`config.mk`:
```
export PLATFORM = sky130hd
export DESIGN_NAME = pc_fetch_unit_flat
export DESIGN_NICKNAME = d
export VERILOG_FILES = /design/src/rtl/mips_pkg.sv /design/src/rtl/pc_fetch_unit_if.sv /design/src/rtl/pc_next_calc.sv /design/src/rtl/pc_fetch_unit.sv /design/src/flat_wrapper.sv
export SDC_FILE = /design/constraint.sdc
export NUM_CORES = 1
export LEC_CHECK = 0
export ABC_AREA = 0
export BUFFER_PORTS_ARGS = -buffer_cell sky130_fd_sc_hd__buf_2
export CORE_MARGIN = 4
export CORE_UTILIZATION = 58
export DETAILED_ROUTE_END_ITERATION = 12
export PLACE_DENSITY = 0.88
export SLEW_MARGIN = 25
export SYNTH_ARGS = -nofsm -noshare
export SYNTH_HDL_FRONTEND = slang
export SYNTH_SLANG_ARGS = --single-unit
```
`constraint.sdc`:
```
create_clock -name Clk -period 8.6 [get_ports Clk]
set_clock_uncertainty 0.05 [all_clocks]
set_input_delay 0.86 -clock Clk [delete_from_list [all_inputs] [get_ports Clk]]
set_output_delay 0.86 -clock Clk [all_outputs]
set_load 0.02 [all_outputs]
```
`src/rtl/mips_pkg.sv`:
```
// Shared fetch-stage definitions: state encoding, PC step, default reset vector.
// Latency: n/a (types and constants only).
// Backpressure: n/a.
package mips_pkg;

   typedef enum logic [1:0] {
      ST_BOOT = 2'd0,
      ST_RUN  = 2'd1,
      ST_HALT = 2'd2
   } fetch_state_t;

   localparam logic [31:0] PC_STEP              = 32'd4;
   localparam logic [31:0] DEFAULT_RESET_VECTOR = 32'h0000_0000;

   // beq offset: sign-extended word offset turned into a byte offset
   function automatic logic [31:0] branch_offset(input logic [15:0] imm16);
      return {{14{imm16[15]}}, imm16, 2'b00};
   endfunction

endpackage

```
`src/rtl/pc_fetch_unit_if.sv`:
```
// Control/fetch-address bundle between the control unit and the PC fetch stage.
// Latency: n/a (wires only).
// Backpressure: Stall from the datapath freezes the fetch stage; TakenCount exists only with REDIRECT_COUNT_EN.
interface pc_fetch_unit_if;

   logic        Stall;
   logic        Halt;
   logic        Branch;
   logic        Zero;
   logic        Jump;
   logic [15:0] Imm16;
   logic [25:0] JTarget;
   logic [31:0] Pc;
   logic [31:0] PcPlus4;
   logic        FetchValid;
   logic        Halted;
`ifdef REDIRECT_COUNT_EN
   logic [31:0] TakenCount;
`endif

   modport master (
      output Stall, Halt, Branch, Zero, Jump, Imm16, JTarget,
      input  Pc, PcPlus4, FetchValid, Halted
`ifdef REDIRECT_COUNT_EN
      , input TakenCount
`endif
   );

   modport slave (
      input  Stall, Halt, Branch, Zero, Jump, Imm16, JTarget,
      output Pc, PcPlus4, FetchValid, Halted
`ifdef REDIRECT_COUNT_EN
      , output TakenCount
`endif
   );

endinterface

```
`src/rtl/pc_next_calc.sv`:
```
// Next-PC selection: jump over taken branch over sequential, with a taken flag.
// Latency: combinational.
// Backpressure: none; the caller decides whether the result is committed.
module pc_next_calc
   import mips_pkg::*;
(
   input  logic [31:0] pc,
   input  logic [15:0] imm16,
   input  logic [25:0] jtarget,
   input  logic        jump,
   input  logic        branch,
   input  logic        zero,
   output logic [31:0] pc_next,
   output logic [31:0] pc_plus4,
   output logic        taken
);

   logic [31:0] jump_pc;
   logic [31:0] branch_pc;

   assign pc_plus4  = pc + PC_STEP;
   // jump keeps the region bits of the sequential PC, not of the current PC
   assign jump_pc   = {pc_plus4[31:28], jtarget, 2'b00};
   assign branch_pc = pc_plus4 + branch_offset(imm16);

   always_comb begin
      pc_next = pc_plus4;
      taken   = 1'b0;
      if (jump) begin
         pc_next = jump_pc;
         taken   = 1'b1;
      end else if (branch && zero) begin
         pc_next = branch_pc;
         taken   = 1'b1;
      end
   end

endmodule

```
`src/rtl/pc_fetch_unit.sv`:
```
// Program counter and BOOT/RUN/HALT fetch sequencer in front of instruction memory (REDIRECT_COUNT_EN adds TakenCount).
// Latency: a redirect presented in cycle n is on Pc in cycle n+1; no delay slots.
// Backpressure: Stall holds Pc and state; HALT is sticky until Rst.
module pc_fetch_unit
   import mips_pkg::*;
#(
   parameter logic [31:0] RESET_VECTOR = DEFAULT_RESET_VECTOR,
   parameter int          ADDR_W       = 32
) (
   input  logic          Clk,
   input  logic          Rst,
   pc_fetch_unit_if.slave fe
);

   localparam logic [ADDR_W-1:0] RV = {RESET_VECTOR[ADDR_W-1:2], 2'b00};

   fetch_state_t      state;
   logic [ADDR_W-1:0] pc_q;
   logic              fetch_valid_q;
   logic              halted_q;

   logic [ADDR_W-1:0] pc_next;
   logic [ADDR_W-1:0] pc_plus4;
   logic              taken;

   pc_next_calc u_next (
      .pc       (pc_q),
      .imm16    (fe.Imm16),
      .jtarget  (fe.JTarget),
      .jump     (fe.Jump),
      .branch   (fe.Branch),
      .zero     (fe.Zero),
      .pc_next  (pc_next),
      .pc_plus4 (pc_plus4),
      .taken    (taken)
   );

   always_ff @(posedge Clk or posedge Rst) begin
      if (Rst) begin
         state         <= ST_BOOT;
         pc_q          <= RV;
         fetch_valid_q <= 1'b0;
         halted_q      <= 1'b0;
      end else begin
         case (state)
            ST_BOOT: begin
               state         <= ST_RUN;
               fetch_valid_q <= 1'b1;
            end
            ST_RUN: begin
               if (!fe.Stall) begin
                  if (fe.Halt) begin
                     state         <= ST_HALT;
                     fetch_valid_q <= 1'b0;
                     halted_q      <= 1'b1;
                  end else begin
                     pc_q <= pc_next;
                  end
               end
            end
            ST_HALT: begin
               state <= ST_HALT;
            end
            default: begin
               // unreachable encoding: stop fetching rather than run from a bad PC
               state         <= ST_HALT;
               fetch_valid_q <= 1'b0;
               halted_q      <= 1'b1;
            end
         endcase
      end
   end

   assign fe.Pc         = pc_q;
   assign fe.PcPlus4    = pc_plus4;
   assign fe.FetchValid = fetch_valid_q;
   assign fe.Halted     = halted_q;

`ifdef REDIRECT_COUNT_EN
   logic [31:0] taken_cnt_q;

   always_ff @(posedge Clk or posedge Rst) begin
      if (Rst) begin
         taken_cnt_q <= 32'd0;
      end else if (state == ST_RUN && !fe.Stall && !fe.Halt && taken &&
                   taken_cnt_q != 32'hFFFF_FFFF) begin
         taken_cnt_q <= taken_cnt_q + 32'd1;
      end
   end

   assign fe.TakenCount = taken_cnt_q;
`endif

endmodule

```
`src/flat_wrapper.sv`:
```
// flat-port wrapper written by rule: the top's interface ports become plain ports
module pc_fetch_unit_flat import mips_pkg::*;
#(
   parameter logic [31:0] RESET_VECTOR = DEFAULT_RESET_VECTOR,
   parameter int          ADDR_W       = 32
)
  (Clk, Rst, fe_Stall, fe_Halt, fe_Branch, fe_Zero, fe_Jump, fe_Imm16, fe_JTarget, fe_Pc, fe_PcPlus4, fe_FetchValid, fe_Halted);
  pc_fetch_unit_if fe_i ();
  input  logic Clk;
  input  logic Rst;
  input wire logic [$bits(fe_i.Stall)-1:0] fe_Stall;
  input wire logic [$bits(fe_i.Halt)-1:0] fe_Halt;
  input wire logic [$bits(fe_i.Branch)-1:0] fe_Branch;
  input wire logic [$bits(fe_i.Zero)-1:0] fe_Zero;
  input wire logic [$bits(fe_i.Jump)-1:0] fe_Jump;
  input wire logic [$bits(fe_i.Imm16)-1:0] fe_Imm16;
  input wire logic [$bits(fe_i.JTarget)-1:0] fe_JTarget;
  output wire logic [$bits(fe_i.Pc)-1:0] fe_Pc;
  output wire logic [$bits(fe_i.PcPlus4)-1:0] fe_PcPlus4;
  output wire logic [$bits(fe_i.FetchValid)-1:0] fe_FetchValid;
  output wire logic [$bits(fe_i.Halted)-1:0] fe_Halted;
  assign fe_i.Stall = fe_Stall;
  assign fe_i.Halt = fe_Halt;
  assign fe_i.Branch = fe_Branch;
  assign fe_i.Zero = fe_Zero;
  assign fe_i.Jump = fe_Jump;
  assign fe_i.Imm16 = fe_Imm16;
  assign fe_i.JTarget = fe_JTarget;
  assign fe_Pc = fe_i.Pc;
  assign fe_PcPlus4 = fe_i.PcPlus4;
  assign fe_FetchValid = fe_i.FetchValid;
  assign fe_Halted = fe_i.Halted;
  pc_fetch_unit #(.RESET_VECTOR(RESET_VECTOR), .ADDR_W(ADDR_W)) u_core (.Clk(Clk), .Rst(Rst), .fe(fe_i));
endmodule
```
==> results of run 1 <==
critical path: stages, from the launching register on:
cell,delay [ns]
dfrtp_1,0.46
and3_1,0.22
nand3_1,0.28
nor3_1,0.29
xnor2_1,0.22
ha_1,0.37
o21ai_0,0.24
nand2b_1,0.11
a311oi_1,0.31
a21bo_2,0.31
o31ai_4,0.21
a211oi_1,0.12
or3_1,0.42
a21o_1,0.19
and4_4,0.19
o31ai_2,0.20
power by group through the flow:
stage                     Combinational [mW]  Sequential (mW)  Clock, mW
after floorplan                        0.816            0.397          0
after CTS                               1.23            0.330      0.131
after detailed placement                1.21            0.332          0
final                                   1.24            0.333      0.132
after global placement                  1.19            0.327          0
after global routing                    1.35            0.343      0.138
area by class of cell:
cell class	instances	share of cell area, %
clock inverters	2	0.2717
well taps	77	2.092
repair buffers	113	12.44
clock buffers	6	1.793
multi-input cells	448	63.87
flip-flops and latches	34	18.47
inverters	13	1.059
cell usage after synthesis (3+ instances only):
cell and number:
a21o_1 15, buf_4 4, mux2i_1 3, a31oi_1 4, xnor2_1 30, inv_1 13
ha_1 36, xor2_1 19, nor2_1 40, nor3_1 13, o21bai_1 4, and2_1 6
a31o_2 4, a21oi_1 38, o211ai_1 16, and3_1 9, nand2b_1 6, clkbuf_1 17
or3_1 10, o22ai_1 3, nand2_1 65, o21ai_0 42, nor2b_1 6, nand3_1 21
nand4_1 9, a211oi_1 10, dfrtp_1 34, nor3b_1 3
placed cells by master (no fill, tap or decap), types with 3 or more instances in the layout:
| master | synthesis | routed |
|---|---|---|
| conb_1 | 1 | 4 |
| nand4_1 | 9 | 9 |
| ha_1 | 36 | 36 |
| mux2i_1 | 3 | 3 |
| nand2b_1 | 6 | 6 |
| nor2b_1 | 6 | 6 |
| a21o_1 | 15 | 15 |
| dfrtp_1 | 34 | 34 |
| a211oi_1 | 10 | 10 |
| or3_1 | 10 | 10 |
| nor3b_1 | 3 | 3 |
| clkbuf_8 | 0 | 6 |
| nand3_1 | 21 | 21 |
| o21bai_1 | 4 | 4 |
| inv_1 | 13 | 13 |
| buf_2 | 2 | 110 |
| nor2_1 | 40 | 40 |
| nor3_1 | 13 | 13 |
| buf_4 | 4 | 3 |
| a31o_2 | 4 | 4 |
| o211ai_1 | 16 | 16 |
| a21oi_1 | 38 | 38 |
| a31oi_1 | 4 | 4 |
| o21ai_0 | 42 | 42 |
| and2_1 | 6 | 6 |
| xor2_1 | 19 | 19 |
| nand2_1 | 65 | 65 |
| o22ai_1 | 3 | 3 |
| and3_1 | 9 | 9 |
| xnor2_1 | 30 | 30 |
cells by family after synthesis:
family / count (synthesis) / synth area share, %
AND/OR/NAND/NOR: 195 / 23.93
adder cells (fa/ha/maj): 37 / 11.97
XOR/XNOR: 49 / 10.92
other: 1 / 0.09539
flip-flops: 34 / 21.64
AO/OA/AOI/OAI: 160 / 26.70
buffers and inverters: 37 / 3.978
multiplexers: 3 / 0.7639
metal layers:
layer  wire length, um  GRT usage, %  part of all wire, %  vias to the layer above
li1                  -             -                    -                     2074
met1              4952         36.84                   41                     2032
met2              5943         50.16                   49                      216
met3               957         5.833                  7.9                       23
met4               225         8.163                  1.9                        0
met5                 0             0                    0                        -
per-stage QoR:
step,cells,power (mW),hold WS [ns]
CTS,693,1.688,0.4189
global placement,685,1.517,0.3971
finish,693,1.707,0.4121
detailed placement,685,1.546,0.4007
global route,693,1.834,0.4629
floorplan,519,1.213,0.4293
sequential cells by signal (all words and copies together), names as in the netlist:
| name | count |
|---|---|
| u_core.fe.FetchValid | 1 |
| u_core.state | 2 |
| u_core.fe.Pc | 30 |
| u_core.fe.Halted | 1 |
worst min-delay path by stage:
stage	slack, ns	cells past startpoint	endpoint
final	0.41	1	u_core.fe.Halted
after global routing	0.46	1	u_core.fe.Halted
after CTS	0.42	1	u_core.fe.Halted
after detailed placement	0.40	1	u_core.fe.Halted
after global placement	0.40	1	u_core.fe.Halted
after floorplan	0.43	1	u_core.fe.FetchValid
==> out/results.ini, run 1 <==
[global_routing]
grt_use_total_pct = 29.08
first_global_vias = 4152
antenna_found_initial = 0
grt_max_degree = 48
grt_first_pass_wirelength_um = 19840
overflow = 0

[synthesis]
synthCells = 516
synth_area_leaders = dfrtp_1 22%, ha_1 11%, xnor2_1 6.7%, nand2_1 6.2%, o21ai_0 5.3%
synth-seq-cells = 34
synth_area_leader_cell = dfrtp_1
synth_cell_types = 55
yosysSeqAreaShare_pct = 21.64
yosysWarningCount = 0
synthFlopType = dfrtp_1
syn_area_mm2 = 0.003931
syn_avg_cell_area_um2 = 7.619
yosys.area.top_type_share_pct = 21.64
synth_edf_count = 0
async_flop_share_pct = 100.0

[critical_path]
crit_path_start = u_core.fe.Pc[4]
critical_path_arrival_ns = 4.43
ff2ff_path_depth = 15
timing.setup.critical_path_class = reg2reg
r2r_slack_ns = 4.33
critPathCaptureType = flip-flop
crit_fanout = 6
regToRegStartpoint = u_core.fe.Pc[4]
cp-start-kind = flip-flop
endpoint = u_core.fe.Pc[31]
reg2reg_to = u_core.fe.Pc[31]
worst_ep_required_time_ns = 8.76

[die]
die_h_um = 90.33
dieArea_mm2 = 0.008160
start_util_pct = 60.87
core_mm2 = 0.006459
io_pins = 115
num_rows = 29
die_x_um = 90.33

[route]
post_drt_wl_per_cell_um = 17.43
vias = 4345
antenna_left = 0
drt_iter0_markers = 276
viasPerCell = 6.270
drt_pass1_iterations = 5
drc = 0
wl_um = 12080

[sta]
setup_slack_ns = 4.327
fin_tns_setup_ns = 0
rsz0062_at_grt = false
hold_viol_final = 0
relSlewSlack_pct = 39.17
timing.final.crit_period_ns = 4.273
finalCritPeriodShare_pct = 49.69
setup_viol = 0
max_freq_mhz = 234.0
worstMarginPinSlew_ns = 0.9115
drv_slew = 0

[power_and_ir_drop]
p_switching_uw = 935.5
pwr-share-comb_pct = 72.7
p_per_area_mw_per_mm2 = 370.6
pwr-share-seq_pct = 19.5
clkPwrFrac_pct = 7.8
switching_share_pct = 54.82
max-vdd-ir-drop_mv = 0.2568
intPower_uw = 771.1
power_leakage_nw = 2.207

[clocking]
cts_buffers = 5
clk_pin_slew_ns = 0.08
htreeDepth = 2
root_buffer = clkbuf_8
cts_tree = done
cts-resized-gates = 0
hold_buffers = 0
cts.sinks = 34
cts.path.max_buffers = 2
cts_setup_buffers = 0
clock_latency_ns = 0.29

[outcome]
status = completed

[run]
max_cap_viol_count = 0

[layout]
layout-drive-gt1-share_pct = 22.24
diodes = 0
syn_to_final_growth_pct = 17.15
nNetsFinal = 701
multiInputGateArea_mm2 = 0.002942
regArea_um2 = 850.8
postLayoutCoreUtil_pct = 71.31
finish.instance_area_mm2 = 0.004606
nFillCells = 541

[hold_path]
min_path_type = reg2reg
min-delay-start = u_core.fe.Halted

[placed_design]
io_buffers = 110
dp_hpwl_um = 9139
detailedPlace.worstSlack_ns = 4.450
place_area_mm2 = 0.004511
routabilityCongestion = 0.9170

(Power assumes the default switching activity.)
==> inputs of run 2 (changes only) <==
--- a/config.mk
+++ b/config.mk
@@ -8,9 +8,9 @@
 export ABC_AREA = 0
 export BUFFER_PORTS_ARGS = -buffer_cell sky130_fd_sc_hd__buf_2
 export CORE_MARGIN = 4
-export CORE_UTILIZATION = 58
+export CORE_UTILIZATION = 54
 export DETAILED_ROUTE_END_ITERATION = 12
-export PLACE_DENSITY = 0.88
+export PLACE_DENSITY = 0.83
 export SLEW_MARGIN = 25
 export SYNTH_ARGS = -nofsm -noshare
 export SYNTH_HDL_FRONTEND = slang
==> constraint.sdc (replaced) <==
create_clock -name Clk -period 4.3 [get_ports Clk]
set_clock_uncertainty 0.05 [all_clocks]
set_input_delay 0.43 -clock Clk [delete_from_list [all_inputs] [get_ports Clk]]
set_output_delay 0.43 -clock Clk [all_outputs]
set_load 0.02 [all_outputs]
==> run 2 against run 1 <==
Clock-buffer cell count unchanged; fmax grew 4.0%; total power increased by 110%; die area grew 6.7%; global-route usage down 0.95 points; routed wire length increased by 1.9%; non-clock buffer count increased by 10; first-iteration DRC count fell by 22%; critical path depth is 3 higher; clock power increased to 2.9 times the previous value; sequential power increased by 100%; highest routed layer unchanged.
==> out/results.ini, run 2 (synthesis gave the netlist of run 1 again) <==
[clocking]
cts.path.max_buffers = 2
root_buffer = clkbuf_8
cts.sinks = 34
hold_buffers = 0
clock_latency_ns = 0.30
cts_buffers = 5
cts_tree = done
clk_pin_slew_ns = 0.09
htreeDepth = 2

[layout]
layout-drive-gt1-share_pct = 24.76
postLayoutCoreUtil_pct = 69.14
instances_no_fill = 722
syn_to_final_growth_pct = 22.12
diodes = 0
largest_reg_flops = 30
final_cell_mix = 110 x buf_2, 65 x nand2_1, 42 x o21ai_0, 38 x a21oi_1, 38 x nor2_1
final_common_cell = buf_2
nNetsFinal = 711

[global_routing]
overflow = 0
grt_first_pass_wirelength_um = 19760
grt_use_total_pct = 28.13
antenna_found_initial = 0
first_global_vias = 4184
grt_max_degree = 48

[sta]
relSlewSlack_pct = 38.42
finalCritPeriodShare_pct = 95.57
setup_slack_ns = 0.1906
drv_slew = 0
rsz0062_at_grt = false
fin_tns_setup_ns = 0
timing.final.crit_period_ns = 4.109
hold_viol_final = 0
worstMarginPinSlew_ns = 0.9227
max_freq_mhz = 243.3
setup_viol = 0

[die]
die_x_um = 93.33
core_mm2 = 0.006944
io_pins = 115
die_h_um = 93.33
dieArea_mm2 = 0.008710
num_rows = 30
start_util_pct = 56.61

[power_and_ir_drop]
max-vdd-ir-drop_mv = 0.3925
power_leakage_nw = 2.306
p_per_area_mw_per_mm2 = 741.5

[critical_path]
critical_path_arrival_ns = 4.28
cp-start-kind = flip-flop
timing.setup.critical_path_class = reg2reg
critPathCaptureType = flip-flop
worst_ep_required_time_ns = 4.47
crit_fanout = 6

[placed_design]
io_buffers = 110
dp_cells = 711
detailedPlace.worstSlack_ns = 0.2177
dp_hpwl_um = 9250
routabilityCongestion = 0.9328

[route]
drt_iter0_markers = 216
drt_pass1_iterations = 5
vias = 4301
viasPerCell = 5.957
wl_um = 12310
post_drt_wl_per_cell_um = 17.05
antenna_left = 0
drc = 0

[hold_path]
min_path_type = in2async

[run]
max_cap_viol_count = 0

[outcome]
status = completed

-- run 2: critical path, stage by stage (launching register included) --
cell and delay [ns]:
dfrtp_1 0.44, nand2_1 0.15, nor3_4 0.25, nand4_1 0.12
buf_4 0.18, nor2_2 0.11, nand4_1 0.16, xnor2_2 0.22
ha_1 0.30, a21o_1 0.19, a21o_1 0.18, a21o_1 0.22
o211a_1 0.26, o31ai_4 0.07, a211oi_1 0.13, or3_1 0.43
a21o_1 0.19, and4_4 0.20, o31ai_2 0.20
-- run 2: worst paths after layout --
path | slack [ns] | end | start | cells past startpoint
worst max-delay path | 0.19 | u_core.fe.Pc[31] | u_core.fe.Pc[7] | 18
max in group asynchronous | 3.68 | u_core.fe.Pc[16] | Rst | 3
worst max register to register | 0.19 | u_core.fe.Pc[31] | u_core.fe.Pc[7] | 18
min in group Clk | 0.34 | u_core.fe.Pc[7] | fe_JTarget[5] | 3
worst min register to register | 0.43 | u_core.fe.Halted | u_core.fe.Halted | 1
worst min-delay path | 0.18 | u_core.fe.Pc[20] | Rst | 3
-- run 2: layout make-up --
class                      instances  area [um^2]
multi-input combinational        448         2990
fill                             610         2143
sequential                        34        850.8
timing repair buffer             123        648.1
tap                               96        120.1
clock buffer                       6        82.58
clock inverter                     2        60.06
inverter                          13        48.80
-- run 2: where the power goes --
group	switching [mW]	total, mW	internal [mW]
combinational	1.51	2.50	0.992
sequential	0.211	0.669	0.458
clock	0.141	0.388	0.248
-- run 2: layer usage --
layer	global-route usage, %	share of wire (%)	vias to the layer above
met2	48.12	48	186
li1	-	-	2088
met1	35.51	42	1996
met3	4.344	7.4	31
met5	0	0	-
met4	10.50	2.7	0
-- run 2: repair_timing --
action / in CTS / in global routing
endpoints found under the hold margin: 0 / 0
setup buffers: 0 / 3
endpoints found under the setup margin: 0 / 3
resized for setup: 0 / 8
-- run 2: stage by stage --
step / instance area, um^2 / hold slack, ns / power (mW)
2_1_floorplan: 3950 / 0.4293 / 2.431
3_3_place_gp: 4594 / 0.3986 / 3.055
3_5_place_dp: 4594 / 0.4220 / 3.104
4_1_cts: 4737 / 0.1988 / 3.516
5_1_grt: 4801 / 0.2408 / 3.820
6_report: 4801 / 0.1829 / 3.560
==> inputs of run 3 (changes only) <==
--- a/config.mk
+++ b/config.mk
@@ -8,10 +8,10 @@
 export ABC_AREA = 0
 export BUFFER_PORTS_ARGS = -buffer_cell sky130_fd_sc_hd__buf_2
 export CORE_MARGIN = 4
-export CORE_UTILIZATION = 54
+export CORE_UTILIZATION = 55
 export DETAILED_ROUTE_END_ITERATION = 12
-export PLACE_DENSITY = 0.83
-export SLEW_MARGIN = 25
+export PLACE_DENSITY = 0.84
+export SLEW_MARGIN = 40
 export SYNTH_ARGS = -nofsm -noshare
 export SYNTH_HDL_FRONTEND = slang
 export SYNTH_SLANG_ARGS = --single-unit
==> constraint.sdc (replaced) <==
create_clock -name Clk -period 5 [get_ports Clk]
set_clock_uncertainty 0.05 [all_clocks]
set_input_delay 0.5 -clock Clk [delete_from_list [all_inputs] [get_ports Clk]]
set_output_delay 0.5 -clock Clk [all_outputs]
set_load 0.02 [all_outputs]
==> run 3 against run 2 <==
Via count grew 2.9%; flip-flop and latch count is the same; critical path depth shrank 4; design area shrank 2.4%; die area shrank 1.7%; non-clock buffer count shrank 9; hold slack gained 0.074 ns; first-iteration DRC count grew 26%; utilization shrank 0.96 points; sequential power shrank 14%; clock-buffer cell count shrank 1; critical path type unchanged; largest cell class unchanged.
==> out/results.ini, run 3 (synthesis gave the netlist of run 1 again) <==
[layout]
layout-drive-gt1-share_pct = 22.53
multiInputGateArea_mm2 = 0.002945
instances_no_fill = 713
largest_reg_flops = 30
final_cell_mix = 110 x buf_2, 65 x nand2_1, 42 x o21ai_0, 40 x nor2_1, 38 x a21oi_1
final_common_cell = buf_2
nFillCells = 580
nNetsFinal = 702
syn_to_final_growth_pct = 19.13
regArea_um2 = 850.8
diodes = 0

[critical_path]
cp_top_family = simple AND/OR/NAND/NOR gates
critPathCaptureType = flip-flop
cpPeakStageDelay_ns = 0.61
reg2reg_to = u_core.fe.Pc[31]
worst_ep_required_time_ns = 5.16
cp-start-kind = flip-flop
cp.depth = 14
ff2ff_path_depth = 14
regToRegStartpoint = u_core.fe.Pc[7]
timing.setup.critical_path_class = reg2reg
crit_path_start = u_core.fe.Pc[7]
path_cells = nand2_1 -> nor3_2 -> nand4_1 -> nor3_1 -> nand3_1 -> xnor2_1 -> ha_1 -> a21oi_1 -> and3_1 -> a211oi_1 -> or3_1 -> a21o_1 -> and4_4 -> o31ai_2
crit_fanout = 8
r2r_slack_ns = 0.70
critical_path_arrival_ns = 4.46
endpoint = u_core.fe.Pc[31]
cp_slowest_cell = nor3_1
path_buf_inv = 0

[die]
start_util_pct = 57.23
io_pins = 115
die_x_um = 92.55
dieArea_mm2 = 0.008565
die_h_um = 92.55
core_mm2 = 0.006869
num_rows = 30

[power_and_ir_drop]
p_per_area_mw_per_mm2 = 643.4
p_switching_mw = 1.598
clkPwrFrac_pct = 10.5
switching_share_pct = 53.03
power_leakage_nw = 2.234
pwr-share-comb_pct = 70.5
max-vdd-ir-drop_mv = 0.3536
pwr-share-seq_pct = 19.1
intPower_mw = 1.415

[hold_path]
min_path_type = in2async

[route]
drt_pass1_iterations = 5
wl_um = 12480
drt_iter0_markers = 273
antenna_left = 0
drc = 0
post_drt_wl_per_cell_um = 17.51
vias = 4425
viasPerCell = 6.206

[clocking]
cts-resized-gates = 0
hold_buffers = 0
cts.sinks = 34
htreeDepth = 2
root_buffer = clkbuf_8
cts_setup_buffers = 0
cts_tree = done
clk_pin_slew_ns = 0.08
clock_latency_ns = 0.30
cts.path.max_buffers = 2
cts_buffers = 5

[outcome]
status = completed

[sta]
rsz0062_at_grt = false
fin_tns_setup_ns = 0
finalCritPeriodShare_pct = 86.09
timing.final.crit_period_ns = 4.304
setup_viol = 0
worstMarginPinSlew_ns = 0.7547
max_freq_mhz = 232.3
hold_viol_final = 0
drv_slew = 0
relSlewSlack_pct = 49.69

[global_routing]
overflow = 0
grt_first_pass_wirelength_um = 20130
antenna_found_initial = 0
grt_max_degree = 48
first_global_vias = 4251
grt_use_total_pct = 28.89

[run]
max_cap_viol_count = 0

[placed_design]
routabilityCongestion = 0.9974
dp_hpwl_um = 9342
io_buffers = 110
dp_cells = 705

==> run 3: changes by cell type in the layout (fill, tap and decap cells not counted), moves of 2 or more <==
cell,before,now
buf_4,13,4
nor2_1,38,40
nor2_2,2,0
nor3_1,11,13
xnor2_1,28,30
xnor2_2,2,0
==> run 3: worst reg2reg max path: stages (launching register included) <==
cell,delay (ns)
dfrtp_1,0.43
nand2_1,0.13
nor3_2,0.28
nand4_1,0.23
nor3_1,0.61
nand3_1,0.18
xnor2_1,0.35
ha_1,0.40
a21oi_1,0.27
and3_1,0.22
a211oi_1,0.10
or3_1,0.40
a21o_1,0.19
and4_4,0.19
o31ai_2,0.19
==> run 3: final cells by class <==
class,instances,area share (%)
Multi-Input combinational cell,448,62.89
Clock inverter,3,1.469
Tap cell,96,2.565
Clock buffer,5,1.469
Sequential cell,34,18.17
Timing Repair Buffer,114,12.40
Inverter,13,1.042
==> run 3: through the flow <==
| step | instance area (um^2) | power, mW | worst slack (ns) | hold WS (ns) | util (%) |
|---|---|---|---|---|---|
| 2_1_floorplan | 3943 | 2.087 | 0.6674 | 0.4293 | - |
| 3_3_place_gp | 4542 | 2.600 | 0.9273 | 0.3962 | 66.12 |
| 3_5_place_dp | 4546 | 2.652 | 0.8370 | 0.3983 | 66.17 |
| 4_1_cts | 4683 | 2.992 | 0.7806 | 0.2731 | 68.18 |
| 5_1_grt | 4683 | 3.244 | 0.4151 | 0.2943 | 68.18 |
| 6_report | 4683 | 3.013 | 0.6957 | 0.2570 | 68.18 |
==> run 3: worst min-delay path by stage <==
stage / to / slack, ns
after floorplan: u_core.fe.FetchValid / 0.43
after global placement: u_core.fe.Halted / 0.40
after detailed placement: u_core.fe.Halted / 0.40
after CTS: u_core.fe.FetchValid / 0.27
after global routing: u_core.fe.Pc[3] / 0.29
final: u_core.fe.Halted / 0.26
==> run 3: power groups by stage <==
| stage | sequential, mW | clock [mW] | combinational [mW] |
|---|---|---|---|
| final | 0.574 | 0.316 | 2.12 |
| after global routing | 0.593 | 0.333 | 2.32 |
| after CTS | 0.568 | 0.321 | 2.10 |
| after detailed placement | 0.574 | 0 | 2.08 |
| after global placement | 0.566 | 0 | 2.03 |
| after floorplan | 0.683 | 0 | 1.40 |
==> run 3: per-layer routing <==
layer | GRT usage [%] | part of all wire, %
met5 | 0 | 0
met2 | 49.97 | 47
met3 | 4.224 | 8.3
met1 | 36.41 | 41
met4 | 10.40 | 3.2
